===== src/rtl/stream_adder_pkg.sv =====
// Shared types and helpers for the stream_adder block: the per-beat operation
// encoding and a slice helper for lane-packed operand buses.
package stream_adder_pkg;

    // Per-beat operation select, carried alongside the operands.
    typedef enum logic [1:0] {
        ADD_WRAP = 2'd0,
        ADD_SAT  = 2'd1,
        SUB_WRAP = 2'd2,
        SUB_SAT  = 2'd3
    } op_t;

    // Upper bounds of the supported configuration range.
    localparam int MAX_WIDTH = 32;
    localparam int MAX_LANES = 16;
    localparam int MAX_BUS_W = MAX_WIDTH * MAX_LANES;

    // Extract lane idx (width bits wide) from a packed bus zero-extended to
    // MAX_BUS_W; the result is right-aligned and zero-filled above width.
    function automatic logic [MAX_WIDTH-1:0] lane_slice(
        input logic [MAX_BUS_W-1:0] bus,
        input int unsigned          idx,
        input int unsigned          width
    );
        logic [MAX_WIDTH-1:0] mask;
        mask = {MAX_WIDTH{1'b1}} >> (MAX_WIDTH - width);
        return MAX_WIDTH'(bus >> (idx * width)) & mask;
    endfunction

endpackage


===== src/rtl/stream_adder_lane.sv =====
// One lane of the stream adder: unsigned WIDTH-bit add or subtract with
// optional saturation. The ovf flag is the raw carry/borrow regardless of
// whether the result was saturated.
module stream_adder_lane
    import stream_adder_pkg::*;
#(
    parameter int WIDTH = 8
) (
    input  logic [WIDTH-1:0] a,
    input  logic [WIDTH-1:0] b,
    input  op_t              op,
    output logic [WIDTH-1:0] x,
    output logic             ovf
);

    // One extra bit holds the carry (add) or the borrow (sub): for the
    // difference, bit WIDTH is set exactly when a < b.
    logic [WIDTH:0] sum;
    logic [WIDTH:0] diff;

    assign sum  = {1'b0, a} + {1'b0, b};
    assign diff = {1'b0, a} - {1'b0, b};

    // Select the wrapped or clamped result for the requested operation.
    always_comb begin
        // NOTE: every output gets a default first so no path can infer a latch.
        x   = '0;
        ovf = 1'b0;
        case (op)
            ADD_WRAP: begin
                x   = sum[WIDTH-1:0];
                ovf = sum[WIDTH];
            end
            ADD_SAT: begin
                x   = sum[WIDTH] ? {WIDTH{1'b1}} : sum[WIDTH-1:0];
                ovf = sum[WIDTH];
            end
            SUB_WRAP: begin
                x   = diff[WIDTH-1:0];
                ovf = diff[WIDTH];
            end
            SUB_SAT: begin
                x   = diff[WIDTH] ? '0 : diff[WIDTH-1:0];
                ovf = diff[WIDTH];
            end
            default: begin
                x   = '0;
                ovf = 1'b0;
            end
        endcase
    end

endmodule


===== src/rtl/stream_adder.sv =====
// Pipelined multi-lane add/subtract unit with valid/ready handshaking.
// The lane arithmetic is registered into stage 0 of a STAGES-deep register
// chain; all stages share one enable, so the whole pipe advances or holds
// together. Bubbles travel through the pipe and are never collapsed.
module stream_adder
    import stream_adder_pkg::*;
#(
    parameter int WIDTH   = 8,
    parameter int LANES   = 2,
    parameter int STAGES  = 2,
    parameter int COUNT_W = 16
) (
    input  logic                     clk,
    input  logic                     reset,
    input  logic                     io_in_valid,
    output logic                     io_in_ready,
    input  logic [LANES*WIDTH-1:0]   io_A,
    input  logic [LANES*WIDTH-1:0]   io_B,
    input  logic [1:0]               io_op,
    output logic                     io_out_valid,
    input  logic                     io_out_ready,
    output logic [LANES*WIDTH-1:0]   io_X,
    output logic [LANES-1:0]         io_ovf,
    output logic [COUNT_W-1:0]       io_count
);

    localparam int BUS_W = LANES * WIDTH;

    op_t              op_in;
    logic [BUS_W-1:0] lane_x;
    logic [LANES-1:0] lane_ovf;

    assign op_in = op_t'(io_op);

    // Independent lanes; no carry crosses a lane boundary.
    for (genvar gi = 0; gi < LANES; gi++) begin : g_lane
        logic [WIDTH-1:0] a_l;
        logic [WIDTH-1:0] b_l;

        assign a_l = WIDTH'(lane_slice(MAX_BUS_W'(io_A), gi, WIDTH));
        assign b_l = WIDTH'(lane_slice(MAX_BUS_W'(io_B), gi, WIDTH));

        stream_adder_lane #(
            .WIDTH (WIDTH)
        ) u_lane (
            .a   (a_l),
            .b   (b_l),
            .op  (op_in),
            .x   (lane_x[gi*WIDTH +: WIDTH]),
            .ovf (lane_ovf[gi])
        );
    end

    // Pipeline state: index 0 is the arithmetic stage, STAGES-1 the output.
    logic [STAGES-1:0]  vld_q;
    logic [STAGES-1:0]  vld_d;
    logic [BUS_W-1:0]   x_q   [STAGES];
    logic [BUS_W-1:0]   x_d   [STAGES];
    logic [LANES-1:0]   ovf_q [STAGES];
    logic [LANES-1:0]   ovf_d [STAGES];
    logic [COUNT_W-1:0] count_q;
    logic [COUNT_W-1:0] count_d;

    logic advance;
    logic accept;

    // A stalled output blocks the whole pipe; an empty output slot never does.
    assign io_out_valid = vld_q[STAGES-1];
    assign io_in_ready  = io_out_ready || !io_out_valid;
    assign advance      = io_in_ready;
    assign accept       = io_in_valid && advance;

    assign io_X     = x_q[STAGES-1];
    assign io_ovf   = ovf_q[STAGES-1];
    assign io_count = count_q;

    // Next-state for the stage chain and the accepted-beat counter.
    always_comb begin
        vld_d   = vld_q;
        x_d     = x_q;
        ovf_d   = ovf_q;
        count_d = count_q;

        if (advance) begin
            // Bubbles carry zero data so io_X/io_ovf read 0 when not valid.
            vld_d[0] = io_in_valid;
            x_d[0]   = io_in_valid ? lane_x   : '0;
            ovf_d[0] = io_in_valid ? lane_ovf : '0;
            for (int s = 1; s < STAGES; s++) begin
                vld_d[s] = vld_q[s-1];
                x_d[s]   = x_q[s-1];
                ovf_d[s] = ovf_q[s-1];
            end
        end

        if (accept) begin
            count_d = count_q + COUNT_W'(1);
        end
    end

    // Register the chain; reset discards every in-flight beat.
    always_ff @(posedge clk or negedge reset) begin
        if (!reset) begin
            vld_q   <= '0;
            count_q <= '0;
            // NOTE: data stages are reset too (not just valids) so io_X and
            // io_ovf read 0 straight out of reset rather than leftover data.
            for (int s = 0; s < STAGES; s++) begin
                x_q[s]   <= '0;
                ovf_q[s] <= '0;
            end
        end else begin
            // NOTE: non-blocking updates so every stage samples the old value
            // of its predecessor, which is what makes this a shift chain.
            vld_q   <= vld_d;
            x_q     <= x_d;
            ovf_q   <= ovf_d;
            count_q <= count_d;
        end
    end

endmodule


===== config.mk =====
export PLATFORM = sky130hd
export DESIGN_NAME = stream_adder
export DESIGN_NICKNAME = d
export VERILOG_FILES = /design/src/rtl/stream_adder_pkg.sv /design/src/rtl/stream_adder_lane.sv /design/src/rtl/stream_adder.sv
export SDC_FILE = /design/constraint.sdc
export NUM_CORES = 1
export LEC_CHECK = 0
export CORE_UTILIZATION = 45
export CTS_CLUSTER_DIAMETER = 60
export DETAILED_ROUTE_END_ITERATION = 10
export PLACE_DENSITY_LB_ADDON = 0.2
export SLEW_MARGIN = 15
export SYNTH_ARGS = -nofsm -noshare
export SYNTH_HDL_FRONTEND = slang
export SYNTH_SLANG_ARGS = --single-unit

===== constraint.sdc =====
create_clock -name clk -period 1.6 [get_ports clk]
set_input_delay 0.16 -clock clk [delete_from_list [all_inputs] [get_ports clk]]
set_output_delay 0.16 -clock clk [all_outputs]
set_load 0.1 [all_outputs]

[After elaboration in Yosys (flattened, before gate mapping)]
Index checks and enable logic that the tools add are counted.
Word-level totals
  word-level logic and storage cells: 30
  register bits after elaboration: 54
  bits of input ports: 38
  output and inout bits: 36
Operators by class
  equal/unequal tests: 3
  multiplexer cells: 10
  reduce and logical (&&, ||, !) cells: 6
  add/sub/neg operators: 5
Operators by type and width (count)
  $pmux 8 s4: 2
  $mux 8: 4
  $add 8x8->9: 2
  $sub 8x8->9: 2
  $add 16x1->16 const B: 1
  $mux 16: 1
  $eq 2x2->1 const B: 2
  $pmux 1 s2: 2
  $reduce_or 2->1: 2
  $eq 2x1->1 const B: 1
  $logic_not 2->1: 1
  $mux 2: 1
  $logic_and 1x1->1: 1
  $logic_not 1->1: 1
  $logic_or 1x1->1: 1

[Logic depth before layout (Yosys ltp)]
  depth in word-level cells: 4
  gate-level depth with buffers: 10
  mapped depth without buffers: 10

[Cells and area by module]
A second synthesis with hierarchy kept.
Unflattened totals
  cells, all modules: 482
  area, all modules: 4070.2 um2
Modules (own cells, without submodules)
  stream_adder: seq. area each 1351.3 um2, cells an instance 240, area an instance 2301.0 um2, times used 1
  stream_adder_lane: seq. area each 0.0 um2, cells an instance 121, area an instance 884.6 um2, times used 2

[Worst setup path after synthesis]
Ideal clock, no wire load.
  path type: register -> register
  start: reg vld_q[1]
  end: reg x_q (netlist bit io_X[10])
  required time: 1.531 ns
  slack: -0.805 ns
  data arrival time: 2.336 ns
  cell stages (with the launch flop): 6
  buffers on the path: 1
  cell sequence: dfrtp_1 > nor2b_1 > inv_1 > clkbuf_1 > nand2_1 > nand2_1
On the way
  cells in the longest elaborated chain, start to end: 2
Ends and longest elaborated chain
  start: declaration: RTL line stream_adder.sv:55  | logic [STAGES-1:0] vld_q;
  start signal: assignment: RTL line stream_adder.sv:115  | vld_q <= vld_d;
  $logic_not 1->1: RTL line stream_adder.sv:69  | assign io_in_ready = io_out_ready || !io_out_valid;
  $logic_or 1x1->1: RTL line stream_adder.sv:69
  net io_in_ready: RTL line stream_adder.sv:16  | output logic io_in_ready,
  end signal: indexed assignment: RTL line stream_adder.sv:109  | x_q[s] <= '0;
  end signal: assignment: RTL line stream_adder.sv:116  | x_q <= x_d;
  end: declaration: RTL line stream_adder.sv:57  | logic [BUS_W-1:0] x_q [STAGES];
The timed path passes the listed nets, and every way through them passes these cells.
A chain may end at the register's enable or synchronous reset.

[Worst setup path in the final report]
  start: in io_B[0]
  end: reg x_q[17] in the netlist's numbering
On the way
  cells in the longest elaborated chain, start to end: 4
  elaborated cells between the ends (all ways): 6
Ends and longest elaborated chain
  start: declaration: RTL line stream_adder.sv:18  | input logic [LANES*WIDTH-1:0] io_B,
  $sub 8x8->9 or $add 8x8->9 (tied branches): RTL line stream_adder_lane.sv:22, stream_adder_lane.sv:21
  $mux 8, on equally long branches: RTL line stream_adder_lane.sv:43, stream_adder_lane.sv:35
  $pmux 8 s4 *: RTL line stream_adder_lane.sv:29  | case (op)
  $mux 16 *: RTL line stream_adder.sv:87  | x_d[0] = io_in_valid ? lane_x : '0;
Every way passes the cells marked *; elsewhere a longest branch is shown, timed or not.

==> results summary <==
Cells with a size suffix above 1 make up 45.83% of the layout. The minimum clock period after layout came out at 1721 ps. The aggregate negative setup slack came out at -1232 ps. The wire length after detailed routing came out at 9591 um. The number of antenna violations at the first check in global routing is 0. For this run, the post-layout net count is 638. In the synthesized netlist the dominant register cell turns out to be sky130_fd_sc_hd__dfrtp_1. Per report_power, the sequential group accounts for 30.5% of the total. The synthesis-stage register bit count came out at 54. The worst register-to-register path has a setup slack of -100 ps. The most prevalent standard cell on the critical path is sky130_fd_sc_hd__nor2b_4. The top-level I/O count is 74. The number of distinct library cells after synthesis is 50. The critical path is of the in2reg type. The mean routed wirelength per cell came out at 14.36 um.

At the end of routability-driven placement, the weighted congestion stood at 0.8774. The part of the Yosys area used for sequential elements is 35.05%. The worst-margin pin slew is 496.2 ps.

The async set-reset flop share out of synthesis came out at 100.0%. The share of synthesized area spent on multiplexers came out at 0%. The tightest min-delay check is of the in2async type. The maximum single-stage delay on the critical path came out at 330 ps.

STA classifies the critical path startpoint as an input port. The first detailed-routing pass took 4 iterations. The via count of the first global-routing pass came out at 3453. The repair_antennas step left the layout with diodes totalling 0. The number of DRC violations after detailed routing is 0. The switching power summed over all nets came out at 2.823 mW.

Measured along the x axis, the die boundary spans 94.56 um. The vertical die dimension came out at 94.56 um. Clock latency on the worst-skew pair, taken at its later pin, is 310 ps. The count of endpoints failing hold in the final timing report is 0. The placeable core area is 8258 um^2.

The die covers 8941 um^2. Grouping stages by cell kind, the critical path spends the most delay in compound AO/OA/AOI/OAI gates. The worst slack at placement is -971.2 ps.

From synthesis to final layout, the design area changed by 62.45%. The count of routing violations after the opening detailed-route iteration is 272. The reg-to-reg critical path startpoint is vld_q[1]. The clock slew seen by the registers of the worst setup and hold paths is 90 ps. At the worst endpoint, the required time is 1800 ps.

The number of cells on the worst reg-to-reg path is 8. The signal on the critical path passes through buf_8, ha_4, fa_2, nor2b_4, nor3_4, o41ai_4, o311ai_4, nor2b_4, nand2b_1, a32o_1. TritonCTS created 5 clock buffers. In this run the worst setup path begins at io_B[0]. After Yosys synthesis, XOR and XNOR cells account for 7.952% of the synthesized area.

The run finished, with violations left. The timing-limited maximum frequency is 581.1 MHz. Data on the critical path arrives at its endpoint at 1920 ps. After detailed routing, the number of vias per cell comes to 5.208. The count of buffer and inverter cells on the critical path is 1.

The post-route clock period utilization came out at 107.6%. The combinational cell fraction of total power is 56.6%. For this design the static power due to leakage is 2.911 nW.

The effective utilization at floorplan came out at 46.68%. The power density of the placed cells came out at 1007 nW/um^2. The clock network power share is 12.9%.

In this run, synthesis inferred 0 flip-flops with an integrated enable. The wire length of the first global-routing pass came out at 15870 um. IR analysis of the VDD net gives a maximum drop of 0.6826 mV. After layout, the worst setup slack is -120.9 ps. The maximum fanout along the worst path is 4. Synthesis produced a netlist with a net count of 514.

The slowest stage cell on the critical path is sky130_fd_sc_hd__fa_2. The yosys synthesis warning count is 0. The worst register-to-register path ends at io_count[13]. The internal power came out at 3.486 mW. The max-capacitance violation count is 0. The headroom to the max-slew limit is 66.92%.

The count of pins over their slew limit came to 0. The adder-cell share of the synthesized area came out at 13.11%. The count of buffers added on input and output ports is 73.

The pin count of the biggest net entering global routing is 39. TritonCTS built the clock tree. The simple logic cell fraction of the synthesized area is 18.89%. The clock sink total is 54.

The post-synthesis cell count came out at 438. Setup repair after global routing could not meet its margin everywhere. By area, the combinational part of the netlist is dominated by simple AND/OR/NAND/NOR gates. The H-tree depth reported by CTS is 2.

The half-perimeter wire length after detailed placement is 7168 um. The cell area after synthesis is 3855 um^2. Setup violations remaining at the end of the flow were counted as 19. For this run the aggregate overflow at the end of global routing stands at 0. The fraction of the mapped netlist area in compound gates came out at 16.33%. The synthesized area per cell came out at 8.801 um^2.

The checks that failed: setup timing. The worst setup path is captured at a register. The maximum clock skew at final layout is 11.17 ps.

The initialized floorplan defines 33 standard-cell rows. The aggregate global-route resource usage came out at 22.57%. The buffer levels on the longest clock path is 2. The routed layout has 3479 vias. The switching share of power came out at 44.74%.

The master cell of the clock root buffer is sky130_fd_sc_hd__clkbuf_8. The remaining number of nets flagged by the antenna check after routing is 0.
## power by group through the flow
stage	clock [mW]	sequential (mW)	combinational, mW
2_1_floorplan	0	2.36	1.66
3_3_place_gp	0	1.93	3.24
3_5_place_dp	0	1.95	3.30
4_1_cts	0.835	1.92	3.45
5_1_grt	0.905	1.96	3.75
6_report	0.814	1.93	3.57
## sequential cells by signal, indices dropped and copies added, names as in the netlist
signal and count:
io_X 16, io_count 16, io_ovf 2, ovf_q 2
vld_q 2, x_q 16
## area by class of cell
cell class	count	area, um^2
inverters	30	135.1
fillers	530	1996
well taps	105	131.4
clock inverters	1	8.758
clock buffers	7	96.34
repair buffers	153	1743
multi-input cells	318	2781
flip-flops and latches	54	1366
## layout by cell type, fill, tap and decap left out, drive strengths merged, types with 9 or more instances in the layout
master / count
buf: 123
nand2: 79
dfrtp: 54
ha: 34
inv: 30
xnor2: 26
nor2: 21
a21oi: 21
o21ai: 21
clkbuf: 14
nor2b: 11
dlygate4sd2: 10
nand2b: 10
nand3: 10
xor2: 9
## cell usage after synthesis (2+ instances only)
master                     instances  area [um^2]
sky130_fd_sc_hd__a32o_1            5        50.05
sky130_fd_sc_hd__nand3_1          10        50.05
sky130_fd_sc_hd__buf_2             6        30.03
sky130_fd_sc_hd__and2_1            3        18.77
sky130_fd_sc_hd__ha_1             34        425.4
sky130_fd_sc_hd__a31oi_1           2        12.51
sky130_fd_sc_hd__o21bai_1          5        37.54
sky130_fd_sc_hd__and3_1            5        31.28
sky130_fd_sc_hd__or3_1             2        12.51
sky130_fd_sc_hd__a21oi_1          20        100.1
sky130_fd_sc_hd__o22ai_1           2        12.51
sky130_fd_sc_hd__or2_2             2        12.51
sky130_fd_sc_hd__o31ai_1           2        15.01
sky130_fd_sc_hd__buf_4            19        142.6
sky130_fd_sc_hd__xnor2_1          26        227.7
sky130_fd_sc_hd__o21ai_0          19        95.09
sky130_fd_sc_hd__nand4_1           4        25.02
sky130_fd_sc_hd__buf_1             2        7.510
sky130_fd_sc_hd__nor2_1           21        78.83
sky130_fd_sc_hd__o211ai_1          4        30.03
sky130_fd_sc_hd__clkbuf_1          8        30.03
sky130_fd_sc_hd__o21a_1            3        22.52
sky130_fd_sc_hd__nor2b_4           2        27.53
sky130_fd_sc_hd__a21o_1            4        30.03
sky130_fd_sc_hd__o21ai_1           2        10.01
sky130_fd_sc_hd__nor2b_1           8        50.05
sky130_fd_sc_hd__inv_1            29        108.9
sky130_fd_sc_hd__nand2_1          79        296.5
sky130_fd_sc_hd__nor3_1            6        30.03
sky130_fd_sc_hd__dfrtp_1          54         1351
sky130_fd_sc_hd__a22o_1            6        52.55
sky130_fd_sc_hd__nand2b_1         10        62.56
sky130_fd_sc_hd__a211oi_1          4        30.03
sky130_fd_sc_hd__fa_1              4        80.08
sky130_fd_sc_hd__a221o_1           3        30.03
sky130_fd_sc_hd__xor2_1            9        78.83
## per-layer routing
layer  up-vias  track usage, %  share of wire (%)
met5         -               0                  0
met4         0           8.712                2.2
met3        19           2.335                3.0
met2        99           39.37                 51
met1      1663           28.73                 44
li1       1698               -                  -
## kinds of logic after synthesis
| group | after synthesis |
|---|---|
| AO/OA/AOI/OAI | 89 |
| AND/OR/NAND/NOR | 156 |
| XOR/XNOR | 35 |
| adder cells (fa/ha/maj) | 38 |
| flip-flops | 54 |
| buffers and inverters | 66 |
## metrics by stage
step / power, mW / hold slack, ps / cells / instance area (um^2) / utilization, %
floorplan: 4.020 / -135.6 / 438 / 4121 / -
global placement: 5.173 / 154.5 / 644 / 5599 / 67.80
detailed placement: 5.252 / 150.3 / 644 / 5599 / 67.80
CTS: 6.201 / 368.8 / 659 / 6027 / 72.98
global route: 6.615 / 402.4 / 668 / 6262 / 75.83
finish: 6.309 / 346.5 / 668 / 6262 / 75.83
## repair_timing
action                     CTS  global route
setup endpoints to repair   24            26
setup buffers                6             8
resized for setup          140            51
pin swaps                   52            31
hold endpoints to repair    21             0
hold buffers                 1             0
cloned                       0             1
## worst max-delay path by stage
stage | cells past startpoint | endpoint | slack [ps]
finish | 10 | x_q[17] | -120
global placement | 11 | x_q[31] | -930
CTS | 10 | x_q[17] | -120
global route | 10 | x_q[21] | -200
floorplan | 9 | x_q[17] | -430
detailed placement | 11 | x_q[31] | -970
No activity file was read; power rests on OpenSTA's default activity.
